File: src/rtl/alu_pkg.sv
// Opcode encodings and default datapath widths shared by the ALU arbiter slice.
package alu_pkg;

  localparam logic [1:0] OP_AND = 2'b00;
  localparam logic [1:0] OP_OR  = 2'b01;
  localparam logic [1:0] OP_XOR = 2'b10;
  localparam logic [1:0] OP_ADD = 2'b11;

  localparam int unsigned W   = 16;
  localparam int unsigned IDW = 2;

endpackage

File: src/rtl/alu16_core.sv
// Combinational ALU datapath: bitwise AND/OR/XOR plus a modulo-2^W adder.
module alu16_core #(
  parameter int unsigned W = alu_pkg::W
) (
  input  logic [1:0]   op,
  input  logic [W-1:0] a,
  input  logic [W-1:0] b,
  output logic [W-1:0] y
);
  import alu_pkg::*;

  logic [W-1:0] and_y;
  logic [W-1:0] or_y;
  logic [W-1:0] xor_y;
  logic [W-1:0] add_y;

  assign and_y = a & b;
  assign or_y  = a | b;
  assign xor_y = a ^ b;
  // Carry-out intentionally dropped: sum wraps at W bits.
  assign add_y = a + b;

  always_comb begin
    y = and_y;
    case (op)
      OP_AND:  y = and_y;
      OP_OR:   y = or_y;
      OP_XOR:  y = xor_y;
      OP_ADD:  y = add_y;
      default: y = and_y;
    endcase
  end

endmodule

File: src/rtl/alu_rr_arbiter.sv
// Round-robin arbiter sharing one ALU among NREQ requesters, with a single
// registered result slot on a valid/ready response handshake.
module alu_rr_arbiter #(
  parameter int unsigned NREQ = 4,
  parameter int unsigned W    = alu_pkg::W,
  parameter int unsigned IDW  = alu_pkg::IDW
) (
  input  logic                clk,
  input  logic                rst_n,
  input  logic [NREQ-1:0]     req_valid,
  output logic [NREQ-1:0]     req_ready,
  input  logic [2*NREQ-1:0]   req_op,
  input  logic [W*NREQ-1:0]   req_a,
  input  logic [W*NREQ-1:0]   req_b,
  output logic                resp_valid,
  input  logic                resp_ready,
  output logic [IDW-1:0]      resp_id,
  output logic [W-1:0]        resp_y,
  output logic                resp_zero,
  output logic                busy
);
  import alu_pkg::*;

  localparam logic ST_EMPTY = 1'b0;
  localparam logic ST_FULL  = 1'b1;

  logic           state_q, state_d;
  logic [IDW-1:0] rr_ptr_q, rr_ptr_d;
  logic [IDW-1:0] resp_id_q, resp_id_d;
  logic [W-1:0]   resp_y_q, resp_y_d;
  logic           resp_zero_q, resp_zero_d;

  logic [NREQ-1:0] rot;
  logic            grant_found;
  logic [IDW-1:0]  grant_idx;
  logic [IDW-1:0]  next_ptr;
  logic            slot_free;
  logic            accept;
  logic [1:0]      sel_op;
  logic [W-1:0]    sel_a, sel_b, alu_y;

  assign slot_free = (state_q == ST_EMPTY) || resp_ready;

  // Rotate so bit 0 is the requester at rr_ptr; first set bit wins.
  always_comb begin
    int unsigned pos;
    rot         = NREQ'({req_valid, req_valid} >> rr_ptr_q);
    grant_found = 1'b0;
    grant_idx   = '0;
    pos         = 0;
    for (int unsigned k = 0; k < NREQ; k++) begin
      if (!grant_found && rot[k]) begin
        grant_found = 1'b1;
        pos         = 32'(rr_ptr_q) + k;
        if (pos >= NREQ) pos = pos - NREQ;
        grant_idx   = IDW'(pos);
      end
    end
  end

  // Gated by rst_n so no handshake can complete while reset is held.
  assign accept = grant_found && slot_free && rst_n;

  always_comb begin
    req_ready = '0;
    sel_op    = '0;
    sel_a     = '0;
    sel_b     = '0;
    for (int unsigned k = 0; k < NREQ; k++) begin
      if (grant_idx == IDW'(k)) begin
        req_ready[k] = accept;
        sel_op       = req_op[2*k +: 2];
        sel_a        = req_a[W*k +: W];
        sel_b        = req_b[W*k +: W];
      end
    end
  end

  alu16_core #(.W(W)) u_alu (
    .op (sel_op),
    .a  (sel_a),
    .b  (sel_b),
    .y  (alu_y)
  );

  assign next_ptr = (32'(grant_idx) == NREQ - 1) ? '0 : grant_idx + 1'b1;

  always_comb begin
    state_d     = state_q;
    rr_ptr_d    = rr_ptr_q;
    resp_id_d   = resp_id_q;
    resp_y_d    = resp_y_q;
    resp_zero_d = resp_zero_q;
    if (accept) begin
      state_d     = ST_FULL;
      rr_ptr_d    = next_ptr;
      resp_id_d   = grant_idx;
      resp_y_d    = alu_y;
      resp_zero_d = (alu_y == '0);
    end else if (resp_ready) begin
      state_d = ST_EMPTY;
    end
  end

  always_ff @(posedge clk or negedge rst_n) begin
    if (!rst_n) begin
      state_q     <= ST_EMPTY;
      rr_ptr_q    <= '0;
      resp_id_q   <= '0;
      resp_y_q    <= '0;
      resp_zero_q <= 1'b0;
    end else begin
      state_q     <= state_d;
      rr_ptr_q    <= rr_ptr_d;
      resp_id_q   <= resp_id_d;
      resp_y_q    <= resp_y_d;
      resp_zero_q <= resp_zero_d;
    end
  end

  assign resp_valid = (state_q == ST_FULL);
  assign resp_id    = resp_id_q;
  assign resp_y     = resp_y_q;
  assign resp_zero  = resp_zero_q;
  assign busy       = resp_valid && !resp_ready;

endmodule

File: config.mk
export PLATFORM = sky130hd
export DESIGN_NAME = alu_rr_arbiter
export DESIGN_NICKNAME = d
export VERILOG_FILES = /design/src/rtl/alu_pkg.sv /design/src/rtl/alu16_core.sv /design/src/rtl/alu_rr_arbiter.sv
export SDC_FILE = /design/constraint.sdc
export NUM_CORES = 1
export LEC_CHECK = 0
export CAP_MARGIN = 20
export CELL_PAD_IN_SITES_DETAIL_PLACEMENT = 0
export CELL_PAD_IN_SITES_GLOBAL_PLACEMENT = 1
export CORE_MARGIN = 8
export CORE_UTILIZATION = 30
export DETAILED_ROUTE_END_ITERATION = 12
export GPL_ROUTABILITY_DRIVEN = 0
export PLACE_DENSITY_LB_ADDON = 0.12
export SLEW_MARGIN = 20
export SYNTH_ARGS = -nofsm -noshare
export SYNTH_HDL_FRONTEND = slang
export SYNTH_SLANG_ARGS = --single-unit
File: constraint.sdc
create_clock -name clk -period 9.1 [get_ports clk]
set_input_delay 1.82 -clock clk [delete_from_list [all_inputs] [get_ports clk]]
set_output_delay 1.82 -clock clk [all_outputs]
set_load 0.03 [all_outputs]
==> run metrics, run 1 <==
outcome complete, no violations; nets@finish 867; RSZ-0062 raised after global routing false; Top Usage Layer GRT met2; Yosys cell types 50; Initial DRC Count 208; Register Area 551 um2; CP Launch Type input port; fin crit period 7050 ps; Pre-antenna DRT Iters 4; final wirelength 13600 um; Max stage delay on crit path 890 ps; routing usage on met3 1.83%; Hold Fails Final Rpt 0; met1 Use GR 18.4%; Primary FF master, synth dfrtp_1; DR vias/cell 5.02; DP HPWL 11300 um; Overall Global Routing Usage 17.1%; first-pass GRT wire length 22500 um; dpl cells 825; hold buffer count at CTS 0; fin cells 829; Clock power frac 6.0%; worst min path class reg2reg; Boundary Pins 168; Async SR Flop Fraction 100%; Max IR drop VDD 0.216 mV; fin crit share 77.4%; post-cts resize count 0; Slew HR 32.0%; Synth Register Bits 22; overall die width 125 um; Clock Skews 1.46 ps; # diodes 0; TritonCTS clock tree built; Comb power frac 84.1%; CTS Sinks 22; clock buffer depth 2; syn nets 726; PD cells 308 mW/mm2; antenna-violating nets left 0; Cell Rows 39; Reg clk slew, reported paths 60 ps; met2 usage 35.1%; crit-path cells clkdlybuf4s50_1 -> a21oi_1 -> o21a_1 -> o22ai_1 -> ha_1 -> nor2b_1 -> a22oi_1 -> nor2_1 -> a21oi_1 -> nor2_1 -> a21o_1 -> ha_1 -> a21oi_1 -> o211ai_1 -> a31oi_1 -> nor2_1 -> xor2_1 -> a21boi_0 -> nand4_1 -> nor4b_2 -> a32o_1; Mapped Cells 546; Max Cap Violations 0; synthesized area per cell 6.50 um2; max-slew violation count 0; htree depth 1; Worst Setup Path Type in2reg; Pwr Total 1.66 mW; average wire per standard cell 16.4 um; setup violators final 0; cell area after placement 0.00530 mm2; EDFF count, synth 0; Worst setup EP type flip-flop; Core Region 0.0115 mm2; initial cell density of the core 31.0%; CP arrival 7230 ps; Fillers 1175; critical path required time 9290 ps; antenna violations before repair 0; sw power 895 uW; largest net degree at the start of global routing 69; die area 0.0156 mm2; Post-CTS Setup Bufs 0; layout cells sized above 1 3.64%; Warnings, synthesis 0; DRC viols 0; Final Cell Area 0.00538 mm2; maximum fanout along the worst path 20; Die Y 125 um; multi-input logic area 0.00272 mm2; GR Overflow Total 0; Post-Syn Area 0.00355 mm2; CTS Buf Count 3; Sw Share 54.0%; LEAKAGE 2.49 nW; Slew @ Worst Pin 1020 ps; Sequential Power Share 9.9%; I/O Buffers 167; Area Overhead vs Synth 51.5%; FMAX 0.142 GHz; Pint 761 uW; sequential area share after synthesis 15.5%; vias in the first global route 4437; CTS root buf clkbuf_16; Vias 4162; setup_tns 0 ps; clock latency on the worst-skew pair 250 ps; slowest CP cell nor2b_1
## flip-flops by register name, indices dropped and copies added, names as in the netlist
register / cells
resp_y: 16
resp_id: 2
rr_ptr_q: 2
resp_valid: 1
resp_zero: 1
## final timing paths
kind	start	to	slack (ps)	depth (start not counted)
setup / recovery	req_valid[0]	resp_zero	2050	21
hold / removal	resp_y[13]	resp_y[13]	480	2
setup reg to reg	rr_ptr_q[1]	resp_zero	3720	20
hold reg to reg	resp_y[13]	resp_y[13]	480	2
max in group asynchronous	rst_n	resp_y[8]	7230	1
min in group asynchronous	rst_n	rr_ptr_q[0]	1530	1
## stage by stage
step | hold WS [ps] | setup slack [ps] | util, %
finish | 481 | 2050 | 46.9
global placement | 465 | 2020 | 46.2
CTS | 488 | 2010 | 47.0
global route | 506 | 1380 | 46.9
floorplan | 493 | 3140 | -
detailed placement | 467 | 1790 | 46.2
## cells in the final DEF, fill, tap and decap left out, types with 2 or more instances in the layout
cell / count
nor3_1: 4
a22oi_1: 16
o31ai_1: 2
nand4_1: 4
nand2_1: 65
a21boi_0: 2
o21ai_0: 22
ha_1: 33
nor2b_1: 2
o21a_1: 3
a211oi_1: 9
a21o_1: 24
mux2_2: 3
clkdlybuf4s50_1: 166
xnor2_1: 3
nand3_1: 6
buf_4: 5
nor2_1: 109
mux2i_1: 4
o211ai_1: 7
or2_2: 2
a21oi_1: 82
and3_1: 5
clkbuf_16: 3
ha_2: 3
nand2b_1: 4
nor3b_1: 3
xor2_1: 9
and2_1: 7
dfrtp_1: 22
inv_1: 36
## power groups by stage
stage          sequential (mW)  combinational [mW]  clock, mW
2_1_floorplan            0.231               0.947          0
3_3_place_gp             0.164                1.38          0
3_5_place_dp             0.166                1.39          0
4_1_cts                  0.165                1.40      0.101
5_1_grt                  0.170                1.58      0.104
6_report                 0.164                1.39     0.0999
## final cells by class
type                       instances  area share [%]
multi-input combinational        452            50.6
timing repair buffer             172            31.7
sequential                        22            10.2
tap                              143            3.33
inverter                          36            2.51
clock buffer                       4            1.65
## critical path: cells and delay by family
family | cells | cell delay, ps
AO/OA/AOI/OAI | 11 | 2030
AND/OR/NAND/NOR | 6 | 1650
adder cells (fa/ha/maj) | 2 | 1010
buffers and inverters | 1 | 540
XOR/XNOR | 1 | 160
## cell usage after synthesis (all sizes together) (10+ instances only)
cell	n	area share [%]
a21oi	83	12
dfrtp	22	16
ha	36	13
a21o	24	5.1
nand2	65	6.9
inv	36	3.8
buf	13	1.8
nor2	110	12
a211oi	10	2.3
o21ai	23	3.2
a22oi	16	3.4
clkbuf	23	2.4
## kinds of logic (layout without fill, tap and decap cells)
family | count (synthesis) | after routing | share of synthesized area, %
and+or+nand+nor | 217 | 217 | 26.6
AOI/OAI and AO/OA | 179 | 179 | 31.5
buffers and inverters | 72 | 212 | 8.03
adders and majority gates | 37 | 37 | 13.2
DFF | 22 | 22 | 15.5
xor gates and xnor gates | 12 | 12 | 2.96
muxes | 7 | 7 | 2.08
## per-layer routing
| layer | wire (um) | part of all wire [%] |
|---|---|---|
| met1 | 5350 | 39 |
| met2 | 7770 | 57 |
| met3 | 345 | 2.5 |
| met4 | 90 | 0.66 |
| met5 | 0 | 0 |
No activity file was read; power rests on OpenSTA's default activity.
==> inputs of run 2 (changes only) <==
--- a/config.mk
+++ b/config.mk
@@ -9,7 +9,7 @@
 export CELL_PAD_IN_SITES_DETAIL_PLACEMENT = 0
 export CELL_PAD_IN_SITES_GLOBAL_PLACEMENT = 1
 export CORE_MARGIN = 8
-export CORE_UTILIZATION = 30
+export CORE_UTILIZATION = 28
 export DETAILED_ROUTE_END_ITERATION = 12
 export GPL_ROUTABILITY_DRIVEN = 0
 export PLACE_DENSITY_LB_ADDON = 0.12
==> constraint.sdc (replaced) <==
create_clock -name clk -period 6.83 [get_ports clk]
set_input_delay 1.366 -clock clk [delete_from_list [all_inputs] [get_ports clk]]
set_output_delay 1.366 -clock clk [all_outputs]
set_load 0.03 [all_outputs]
==> run 2 against run 1 <==
Global-route usage shrank 1.2 points. Clock-buffer cell count shrank 1. Design area grew 2.0%. First-iteration DRC count shrank 6.3%. Final cell count grew 4.3%. Register-to-register slack lost 1800 ps. Hold slack lost 5.7 ps. Critical path depth grew 3. Die area grew 6.2%. Combinational power grew 35%. Worst setup slack lost 1400 ps. Critical endpoint unchanged.
==> run metrics, run 2 (same netlist as run 1, synthesis figures left out) <==
outcome complete, no violations; commonest non-fill, non-tap cells in the layout 167 x clkdlybuf4s50_1, 109 x nor2_1, 82 x a21oi_1; Hold Slack 476 ps (-5.69 ps); CTS root buf clkbuf_16; RSZ-0062 raised after global routing false; vias in the first global route 4309 (-2.9%); antenna-violating nets left 0 (unchanged); fin cells 865 (+4.3%); most common cell after layout, fill and taps aside clkdlybuf4s50_1; Hold Fails Final Rpt 0 (unchanged); Top cell by count, worst path nor2_1; Overall Global Routing Usage 15.9% (-1.2 points); slowest CP cell clkdlybuf4s50_1; Slew HR 39.8% (+7.8 points); multi-input logic area 0.00272 mm2 (unchanged); first-pass GRT wire length 21600 um (-4.1%); clock latency on the worst-skew pair 250 ps (about the same); average wire per standard cell 15.5 um (-5.0%); CTS Sinks 22 (unchanged); final wirelength 13400 um (-0.92%); DP HPWL 11400 um (+0.43%); Max IR drop VDD 0.131 mV (-39%); maximum fanout along the worst path 16 (-20%); WP buf/inv 3 (+2); setup violators final 0 (unchanged); HP Start resp_y[13]; PD cells 411 mW/mm2 (+34%); I/O Buffers 167 (unchanged); hold path cells 2 (unchanged); Register Area 551 um2 (unchanged); CP Launch Point req_valid[1]; DRC viols 0 (unchanged); CP Launch Type input port; fin crit share 89.7%; crit-path cells clkdlybuf4s50_1 -> mux2i_1 -> a211oi_1 -> inv_1 -> ha_1 -> nand2_1 -> nor2_1 -> a21oi_1 -> nor2_1 -> a21oi_1 -> nor2_1 -> a21oi_1 -> inv_1 -> ha_1 -> fa_1 -> a211oi_1 -> o211ai_1 -> a31oi_1 -> nor2_1 -> xor2_1 -> a21boi_0 -> nand4_1 -> nor4b_2 -> a32o_1; die area 0.0165 mm2 (+6.2%); Worst Setup Path Type in2reg; pre-CTS WS 449 ps (-1340 ps); CP arrival 6310 ps (-920 ps); worst setup margin 704 ps (-1350 ps); Pwr Total 2.26 mW (+36%); Pre-antenna DRT Iters 4 (unchanged); Clock Skews 1.69 ps (+0.225 ps); worst min path class reg2reg; Post-CTS Setup Bufs 0 (unchanged); Core Region 0.0125 mm2 (+9.2%); Max Cap Violations 0 (unchanged); DR vias/cell 4.76 (-5.1%); initial cell density of the core 28.4% (-2.6 points); Boundary Pins 168 (unchanged); Initial DRC Count 195 (-6.3%); LEAKAGE 2.52 nW (+1.5%); RR Startpoint rr_ptr_q[1]; antenna violations before repair 1 (+1); Fillers 1366 (+16%); clock buffer depth 2 (unchanged); Vias 4120 (-1.0%); max-slew violation count 0 (unchanged); worst-case reg-to-reg path depth 23 (+15%); R2R setup slack 1880 ps (-1840 ps); largest net degree at the start of global routing 42 (-39%); CTS Buf Count 3 (unchanged); layout cells sized above 1 4.34% (+0.69 points); cell area after placement 0.00538 mm2 (+1.5%); Die Y 129 um (+3.1%); Reg-to-Reg End resp_zero; Area Overhead vs Synth 54.5%; GR Overflow Total 0 (unchanged); overall die width 129 um (+3.1%); Slew @ Worst Pin 904 ps (-114 ps); TritonCTS clock tree built; Top Family by Delay on Critical Path compound AO/OA/AOI/OAI gates; critical path required time 7010 ps (-2280 ps); dpl cells 860 (+4.2%); utilization after layout 43.8% (-3.1 points); critical path depth in cells 24 (+14%); FMAX 0.163 GHz; setup_tns 0 ps (unchanged); post-cts resize count 0 (unchanged); hold buffer count at CTS 0 (unchanged); nets@finish 873 (+0.69%); Cell Rows 41 (+5.1%); Max stage delay on crit path 550 ps (-340 ps); Reg clk slew, reported paths 60 ps (about the same); max FFs per register 16 (unchanged); htree depth 1 (unchanged); fin crit period 6130 ps; Worst setup EP type flip-flop; Final Cell Area 0.00549 mm2 (+2.0%); Hold EP resp_y[13]
==> run 2: routing by layer <==
layer / wire length, um / vias to the layer above / track usage [%]
li1: - / 2162 / -
met1: 6360 / 1815 / 20.4
met2: 5500 / 133 / 24.5
met3: 1470 / 8 / 6.95
met4: 89 / 2 / 2.21
met5: 13 / - / 0
==> run 2: layout make-up <==
type,count,area share (%)
Clock inverter,1,0.547
Antenna cell,1,0.0456
Inverter,36,2.46
Sequential cell,22,10.0
Timing Repair Buffer,178,32.0
Multi-Input combinational cell,452,49.6
Clock buffer,3,1.37
Tap cell,172,3.92
==> run 2: where the power goes <==
part | total (mW) | switching [mW] | internal, mW
clock | 0.159 | 0.0432 | 0.116
combinational | 1.88 | 1.12 | 0.758
sequential | 0.217 | 0.0327 | 0.184
==> run 2: how the worst max path moves through the flow <==
stage / to / slack [ps]
2_1_floorplan: resp_zero / 1320
3_3_place_gp: resp_zero / 620
3_5_place_dp: resp_zero / 450
4_1_cts: resp_zero / 670
5_1_grt: resp_zero / 130
6_report: resp_zero / 700
==> run 2: tightest hold or removal path, cell delays in order (launching register included) <==
cell and delay (ps):
dfrtp_1 340, nand2_1 50, o21ai_0 60
